==> config.mk <==
export PLATFORM = sky130hd
export DESIGN_NAME = clock_controller_flat
export DESIGN_NICKNAME = d
export VERILOG_FILES = /design/src/rtl/clock_controller_if.sv /design/src/rtl/clock_controller.sv /design/src/flat_wrapper.sv
export SDC_FILE = /design/constraint.sdc
export NUM_CORES = 1
export LEC_CHECK = 0
export BUFFER_PORTS_ARGS = -buffer_cell sky130_fd_sc_hd__buf_4
export CORE_ASPECT_RATIO = 2
export CORE_MARGIN = 2
export CORE_UTILIZATION = 55
export CTS_CLUSTER_SIZE = 25
export DETAILED_ROUTE_END_ITERATION = 10
export PLACE_DENSITY = 0.79
export RECOVER_POWER = 50
export SLEW_MARGIN = 0
export SYNTH_ARGS = -nofsm -noshare
export SYNTH_HDL_FRONTEND = slang
export SYNTH_SLANG_ARGS = --single-unit
==> constraint.sdc <==
create_clock -name system_clock -period 3 [get_ports system_clock]
set_input_delay 0.15 -clock system_clock [delete_from_list [all_inputs] [get_ports system_clock]]
set_output_delay 0.15 -clock system_clock [all_outputs]
set_load 0.1 [all_outputs]
==> src/rtl/clock_controller_if.sv <==
// Control and status bundle between the front panel / CPU and clock_controller.
// The controller connects through the slave modport; the panel or bench drives the master side.
interface clock_controller_if #(
  parameter int DIV_W   = 16,
  parameter int BURST_W = 8
);
  logic [1:0]         mode;
  logic               manual_pulse;
  logic               div_load;
  logic [DIV_W-1:0]   div_value;
  logic [BURST_W-1:0] burst_len;
  logic               halt;
  logic               resume;
  logic               cpu_tick;
  logic               pulse_clean;
  logic               halted;
  logic [BURST_W-1:0] burst_left;

  modport master (
    output mode, manual_pulse, div_load, div_value, burst_len, halt, resume,
    input  cpu_tick, pulse_clean, halted, burst_left
  );

  modport slave (
    input  mode, manual_pulse, div_load, div_value, burst_len, halt, resume,
    output cpu_tick, pulse_clean, halted, burst_left
  );
endinterface

==> src/rtl/clock_controller.sv <==
// CPU clock-enable generator: debounced step button, run-rate divider and halt latch, all on system_clock.
// Burst mode (N divided ticks per button press) is compiled in only when CLOCK_CONTROLLER_BURST_EN is defined.
module clock_controller #(
  parameter int          DIV_W     = 16,
  parameter int          DEB_W     = 8,
  parameter int          BURST_W   = 8,
  parameter int unsigned DIV_RESET = 0
) (
  input  logic              system_clock,
  input  logic              system_reset_n,
  clock_controller_if.slave bus
);

  typedef enum logic [1:0] {
    MODE_STOP  = 2'd0,
    MODE_RUN   = 2'd1,
    MODE_STEP  = 2'd2,
    MODE_BURST = 2'd3
  } mode_e;

  localparam logic [DEB_W-1:0] DEB_MAX = {DEB_W{1'b1}};
  localparam logic [DEB_W-1:0] DEB_ONE = DEB_W'(1);
  localparam logic [DIV_W-1:0] DIV_ONE = DIV_W'(1);

  mode_e              mode;
  mode_e              mode_prev;
  logic               sync_1;
  logic               sync_2;
  logic [DEB_W-1:0]   deb;
  logic               pulse_clean;
  logic               pulse_prev;
  logic               step_req;
  logic [DIV_W-1:0]   div_reg;
  logic [DIV_W-1:0]   dcnt;
  logic [BURST_W-1:0] burst_left;
  logic               halted;
  logic               cpu_tick;
  logic               mode_changed;
  logic               burst_active;
  logic               div_running;
  logic               div_clear;
  logic               div_hit;
  logic               tick_source;

  assign mode         = mode_e'(bus.mode);
  assign mode_changed = (mode != mode_prev);

  // The button is asynchronous and bouncy: two flops, then an up/down integrator whose
  // output only flips at the rails, so bounce shorter than the integrator span is absorbed.
  always_ff @(posedge system_clock or negedge system_reset_n) begin
    if (!system_reset_n) begin
      sync_1      <= 1'b0;
      sync_2      <= 1'b0;
      deb         <= '0;
      pulse_clean <= 1'b0;
      pulse_prev  <= 1'b0;
      step_req    <= 1'b0;
    end else begin
      sync_1 <= bus.manual_pulse;
      sync_2 <= sync_1;
      if (sync_2 && (deb != DEB_MAX)) begin
        deb <= deb + DEB_ONE;
      end else if (!sync_2 && (deb != '0)) begin
        deb <= deb - DEB_ONE;
      end
      if (deb == DEB_MAX) begin
        pulse_clean <= 1'b1;
      end else if (deb == '0) begin
        pulse_clean <= 1'b0;
      end
      pulse_prev <= pulse_clean;
      step_req   <= pulse_clean & ~pulse_prev;
    end
  end

`ifdef CLOCK_CONTROLLER_BURST_EN
  assign burst_active = (mode == MODE_BURST) && (burst_left != '0);
`else
  assign burst_active = 1'b0;
`endif

  // The divider restarts from zero whenever its phase would be meaningless, so the first
  // tick after entering RUN, loading a burst or resuming always lands div_reg + 1 cycles later.
  assign div_running = (mode == MODE_RUN) || burst_active;
  assign div_clear   = bus.div_load | mode_changed | ~div_running | bus.halt | halted;
  assign div_hit     = ~div_clear & (dcnt == div_reg);

  always_ff @(posedge system_clock or negedge system_reset_n) begin
    if (!system_reset_n) begin
      div_reg   <= DIV_W'(DIV_RESET);
      dcnt      <= '0;
      mode_prev <= MODE_STOP;
    end else begin
      mode_prev <= mode;
      if (bus.div_load) begin
        div_reg <= bus.div_value;
      end
      if (div_clear || div_hit) begin
        dcnt <= '0;
      end else begin
        dcnt <= dcnt + DIV_ONE;
      end
    end
  end

`ifdef CLOCK_CONTROLLER_BURST_EN
  localparam logic [BURST_W-1:0] BURST_ONE = BURST_W'(1);

  // A press only arms a burst when none is running; halt or a mode change abandons it.
  always_ff @(posedge system_clock or negedge system_reset_n) begin
    if (!system_reset_n) begin
      burst_left <= '0;
    end else if (bus.halt || mode_changed) begin
      burst_left <= '0;
    end else if ((mode == MODE_BURST) && step_req && (burst_left == '0) && !halted) begin
      burst_left <= bus.burst_len;
    end else if (burst_active && div_hit) begin
      burst_left <= burst_left - BURST_ONE;
    end
  end
`else
  logic unused_burst_len;

  assign burst_left       = '0;
  assign unused_burst_len = ^bus.burst_len;
`endif

  always_comb begin
    tick_source = 1'b0;
    case (mode)
      MODE_STOP:  tick_source = 1'b0;
      MODE_RUN:   tick_source = div_hit;
      MODE_STEP:  tick_source = step_req;
      MODE_BURST: begin
`ifdef CLOCK_CONTROLLER_BURST_EN
        tick_source = burst_active & div_hit;
`else
        tick_source = step_req;
`endif
      end
      default:    tick_source = 1'b0;
    endcase
  end

  // Halt wins over resume, and a tick arriving while halting or halted is dropped, not queued.
  always_ff @(posedge system_clock or negedge system_reset_n) begin
    if (!system_reset_n) begin
      halted   <= 1'b0;
      cpu_tick <= 1'b0;
    end else begin
      if (bus.halt) begin
        halted <= 1'b1;
      end else if (bus.resume) begin
        halted <= 1'b0;
      end
      cpu_tick <= tick_source & ~bus.halt & ~halted;
    end
  end

  assign bus.cpu_tick    = cpu_tick;
  assign bus.pulse_clean = pulse_clean;
  assign bus.halted      = halted;
  assign bus.burst_left  = burst_left;

endmodule

==> src/flat_wrapper.sv <==
// flat-port wrapper written by rule: the top's interface ports become plain ports
module clock_controller_flat 
#(
  parameter int          DIV_W     = 16,
  parameter int          DEB_W     = 8,
  parameter int          BURST_W   = 8,
  parameter int unsigned DIV_RESET = 0
)
  (system_clock, system_reset_n, bus_mode, bus_manual_pulse, bus_div_load, bus_div_value, bus_burst_len, bus_halt, bus_resume, bus_cpu_tick, bus_pulse_clean, bus_halted, bus_burst_left);
  clock_controller_if #(.DIV_W(DIV_W), .BURST_W(BURST_W)) bus_i ();
  input  logic system_clock;
  input  logic system_reset_n;
  input wire logic [$bits(bus_i.mode)-1:0] bus_mode;
  input wire logic [$bits(bus_i.manual_pulse)-1:0] bus_manual_pulse;
  input wire logic [$bits(bus_i.div_load)-1:0] bus_div_load;
  input wire logic [$bits(bus_i.div_value)-1:0] bus_div_value;
  input wire logic [$bits(bus_i.burst_len)-1:0] bus_burst_len;
  input wire logic [$bits(bus_i.halt)-1:0] bus_halt;
  input wire logic [$bits(bus_i.resume)-1:0] bus_resume;
  output wire logic [$bits(bus_i.cpu_tick)-1:0] bus_cpu_tick;
  output wire logic [$bits(bus_i.pulse_clean)-1:0] bus_pulse_clean;
  output wire logic [$bits(bus_i.halted)-1:0] bus_halted;
  output wire logic [$bits(bus_i.burst_left)-1:0] bus_burst_left;
  assign bus_i.mode = bus_mode;
  assign bus_i.manual_pulse = bus_manual_pulse;
  assign bus_i.div_load = bus_div_load;
  assign bus_i.div_value = bus_div_value;
  assign bus_i.burst_len = bus_burst_len;
  assign bus_i.halt = bus_halt;
  assign bus_i.resume = bus_resume;
  assign bus_cpu_tick = bus_i.cpu_tick;
  assign bus_pulse_clean = bus_i.pulse_clean;
  assign bus_halted = bus_i.halted;
  assign bus_burst_left = bus_i.burst_left;
  clock_controller #(.DIV_W(DIV_W), .DEB_W(DEB_W), .BURST_W(BURST_W), .DIV_RESET(DIV_RESET)) u_core (.system_clock(system_clock), .system_reset_n(system_reset_n), .bus(bus_i));
endmodule
After elaboration in Yosys (flattened, before gate mapping)
Index checks and enable logic that the tools add are counted.

Output and inout bits: 11. Register bits: 49. Logic and storage cells: 53. Input bits: 32.

Equality and inequality tests: 7. Bitwise logic cells: 13. $add $sub $neg: 3. Reduce and logical (&&, ||, !) cells: 11. Multiplexer cells: 8.

Operators with widths (number): 16-bit by 1-bit adder with 16-bit output (second input constant) (1); 16-bit == test (1); 16-bit 2-to-1 mux (1); 8-bit 2-to-1 mux (2); 8-bit by 1-bit adder with 8-bit output (second input constant) (1); 8-bit == test (second input constant) (1); 8-bit zero test (1); 8-bit != test (second input constant) (1); 8-bit nonzero test (1); 8-bit by 1-bit subtractor with 8-bit output (second input constant) (1); 2-bit nonzero test (3); 1-bit inverter (5); 1-bit AND (4); 2-bit == test (second input constant) (2); 1-bit 2-to-1 mux (4); 1-bit OR (4); 1-bit one-hot mux with 3 select lines (1); 2-bit by 1-bit == test with 1-bit output (second input constant) (1); 1-bit logical AND (2); 2-bit zero test (1); 2-bit != test (1); 2-bit OR reduction (1); 1-bit zero test (1); 1-bit logical OR (1).

Logic depth before layout (Yosys ltp)
Word-level depth: 10. Depth in mapped cells: 9. Gate-level depth less buffers: 9.

Least setup slack after synthesis
No wires, ideal clock.

Kind: reg2reg. Start point: register u_core.deb[7]. End point: register u_core.deb[7]. Cell stages (with the launch flop): 9. Path buffers: 0. Arrival time: 2262 ps. Period minus slack after synthesis: 2390 ps. Path slack: 610 ps. Data required time: 2872 ps. Library setup time: 128 ps. Cell sequence: dfrtp_1 nand4_1 o21ai_0 ha_1 a21oi_1 nand2_1 o21ai_0 mux2i_1 mux2i_1.

Word-level cells in the longest chain between the ends: 3. Elaborated cells between the ends (all ways): 9. Those cells by class: add/sub (2); eq/ne (1); mux (2); reduce/logical (4).

RTL lines: start: declaration (RTL line clock_controller.sv:29) `logic [DEB_W-1:0] deb;`; start signal: assignment (RTL line clock_controller.sv:62) `deb <= deb + DEB_ONE;`; start signal: assignment (RTL line clock_controller.sv:64) `deb <= deb - DEB_ONE;`; 8-bit by 1-bit subtractor with 8-bit output, or another cell as far along (RTL line clock_controller.sv:64); 8-bit 2-to-1 mux, or another cell as far along (RTL line clock_controller.sv:63) `end else if (!sync_2 && (deb != '0)) begin`; 8-bit 2-to-1 mux / 2-bit nonzero test (equally long branches).

Parallel ways exist; a longest one is shown, timed or not. The select of a mux whose other input is x is not followed. A chain may end at the register's enable or synchronous reset.

Worst setup path in the final report
Start point: register u_core.deb[0]. End point: register u_core.deb[6].

The elaborated chain is that of the path after synthesis.

==> impl_metrics.yaml <==
run_status:
  outcome: "finished clean"
hold_path:
  worstHoldPathType: "in -> reg"
route:
  drtPass1Iterations: 4
  wl_microns: 4500
  num_vias: 1647
  drc_errors: 0
  final_antenna_net_count: 0
  viasPerCell: 5.42
  met3_wirelength_microns: 94
  wl_met2_microns: 2660
  initialDrtViolationCount: 19
  wl_per_cell_microns: 14.8
  wl_met1_microns: 1600
  top_layer: "met4"
setup_path:
  cp_max_fo: 9
  r2r_start: "u_core.deb[0]"
  cp-endpoint: "u_core.deb[6]"
  arrival_ns: 2.49
  r2r_slack_ns: 0.73
  crit_required_ns: 3.22
  critPathKind: "reg -> reg"
  startpoint: "u_core.deb[0]"
  cp-start-kind: "flip-flop"
  end_kind: "flip-flop"
  r2r_cells: 10
  r2r_end: "u_core.deb[6]"
grt:
  grt_usage_pct: 20.7
  grt-ovfl-total: 0
  antenna_found_initial: 0
  grt_pass1_wl_microns: 7720
  grt_pass1_vias: 1692
  grt_max_degree: 50
yosys:
  ys_seq_area_share_pct: 50.3
  synth_seq_cells: 49
  synth_cell_type_count: 33
  yosysWarnings: 0
  postSynthCellCount: 217
  syn_area_sq_um: 2440
  syn_area_per_cell_sq_um: 11.2
die:
  dieArea_sq_um: 5010
  die_w_microns: 51.1
  start_util_pct: 56.7
  die_y_microns: 98.1
  coreArea_sq_um: 4300
  ios: 43
  rows: 34
place:
  hpwl_microns: 3380
  post-place-ws_ns: 0.716
  globalplace.congestion: 0.818
  portBuffers: 26
layout:
  final_cell_mix: "dfrtp_1 (49), xor2_1 (27), buf_4 (23)"
  nNetsFinal: 290
  fin_util_pct: 64.9
  diodes: 0
  drive_above_1_share_pct: 20.4
  final_common_cell: "dfrtp_1"
  fillers: 361
  area_delta_synth_final_pct: 14.4
sta:
  final.min_clock_period_ns: 2.27
  clock_skew_ns: 0.00512
  grt_setup_unrepaired: "no"
  worst_slack_ns: 0.730
  finalCritPeriodShare_pct: 75.7
  tns_ns: 0
  maxSlewViolCount: 0
  fmax_mhz: 441
  worstMarginPinSlew_ns: 1.16
  max_slew_margin_pct: 22.6
  setup_viol: 0
  hold_viol_final: 0
power_and_ir_drop:
  ir_worst_vdd_mv: 0.542
  powerDensity_nw_per_um2: 683
  p_sw_share_pct: 33.3
  p_leak_nw: 1.29
  clockPowerShare_pct: 25.6
  power.switching_uw: 633
  p_int_mw: 1.27
  power_frac_comb_pct: 30.1
  power_frac_seq_pct: 44.3
clock_network:
  cts_tree: "built"
  cts.clk_slew.worst_paths_ns: 0.09
  root_buffer: "clkbuf_8"
  cts_resized: 0
  numCtsBuffers: 5
  ctsHtreeMaxLevel: 2
  clock_sinks: 49
  cts_setup_buffers: 0
  clkLatencyLatePin_ns: 0.30
  clock_path_buffers: 2
run:
  cap_viol_max_count: 0
-- final cells by class --
cell class | instances | area [sq um] | share of cell area, %
timing repair buffer | 31 | 236 | 8.49
inverter | 5 | 18.8 | 0.674
multi-input combinational | 157 | 1120 | 40.1
clock buffer | 6 | 82.6 | 2.96
sequential | 49 | 1230 | 44.0
clock inverter | 2 | 37.5 | 1.35
tap | 54 | 67.6 | 2.42
-- worst min-delay path by stage --
stage,end,startpoint,cells past startpoint
6_report,u_core.bus.cpu_tick,bus_halt,2
5_1_grt,u_core.bus.halted,bus_halt,2
4_1_cts,u_core.bus.cpu_tick,bus_halt,2
3_5_place_dp,u_core.div_reg[7],system_reset_n,1
3_3_place_gp,u_core.div_reg[11],system_reset_n,1
2_1_floorplan,u_core.bus.cpu_tick,system_reset_n,0
-- power by group through the flow --
stage	combinational (mW)	sequential (mW)	clock, mW
after floorplan	0.412	0.882	0
after global placement	0.550	0.853	0
after detailed placement	0.574	0.856	0
after CTS	0.579	0.844	0.498
after global routing	0.652	0.857	0.526
final	0.573	0.843	0.488
-- Yosys cell counts (all sizes together) --
master / count / area share (%)
xnor2: 6 / 2.2
dfrtp: 49 / 50
inv: 5 / 0.77
mux2: 16 / 7.4
o21ai: 10 / 2.1
fa: 1 / 0.82
nand2b: 3 / 0.77
nand4: 6 / 1.5
nand3: 7 / 1.4
ha: 8 / 4.1
o31ai: 2 / 0.62
buf: 13 / 4.1
a211oi: 1 / 0.31
a21oi: 4 / 0.82
and3: 3 / 0.77
a21o: 3 / 0.92
o32ai: 1 / 0.36
nor2b: 1 / 0.26
nor4: 6 / 1.5
nor2: 21 / 3.3
o21a: 2 / 0.62
a31oi: 1 / 0.26
xor2: 27 / 9.7
and4: 3 / 1.1
nand2: 9 / 1.4
mux2i: 3 / 1.2
nor3: 4 / 0.82
o211ai: 1 / 0.31
conb: 1 / 0.15
-- stage by stage --
| step | total power [mW] | hold WS, ns | area, sq um | std cells |
|---|---|---|---|---|
| 6_report | 1.90 | 0.0563 | 2790 | 304 |
| 2_1_floorplan | 1.29 | -0.146 | 2460 | 224 |
| 3_5_place_dp | 1.43 | 0.197 | 2630 | 292 |
| 3_3_place_gp | 1.40 | 0.202 | 2630 | 292 |
| 5_1_grt | 2.03 | 0.0517 | 2790 | 304 |
| 4_1_cts | 1.92 | 0.0442 | 2790 | 304 |
-- layer usage --
layer | up-vias | track usage (%)
met1 | 812 | 23.0
li1 | 798 | -
met5 | - | 0
met3 | 10 | 3.36
met4 | 0 | 10.2
met2 | 27 | 36.8
-- critical path, stage by stage (launching register included) --
cell      delay (ns)
dfrtp_1         0.42
nand4_1         0.16
o21ai_0         0.17
buf_4           0.19
inv_1           0.06
fa_1            0.39
nand2b_1        0.18
a21oi_1         0.20
o21a_1          0.17
nor3_1          0.05
o31ai_1         0.20
-- logic make-up (layout without fill, tap and decap cells) --
logic type / after synthesis / in the layout / synth area share [%]
mux: 19 / 19 / 8.63
simple gates: 63 / 63 / 12.9
buf+inv: 18 / 44 / 4.88
flops: 49 / 49 / 50.3
compound gates: 25 / 25 / 6.27
xor+xnor: 33 / 33 / 11.9
fa+ha+maj: 9 / 9 / 4.93
other cells: 1 / 8 / 0.154
-- repair_timing --
action / CTS / global route
hold buffers: 4 / 0
hold endpoints to repair: 52 / 0
setup endpoints to repair: 0 / 0
Note: power is estimated with default switching activity, not from simulation.
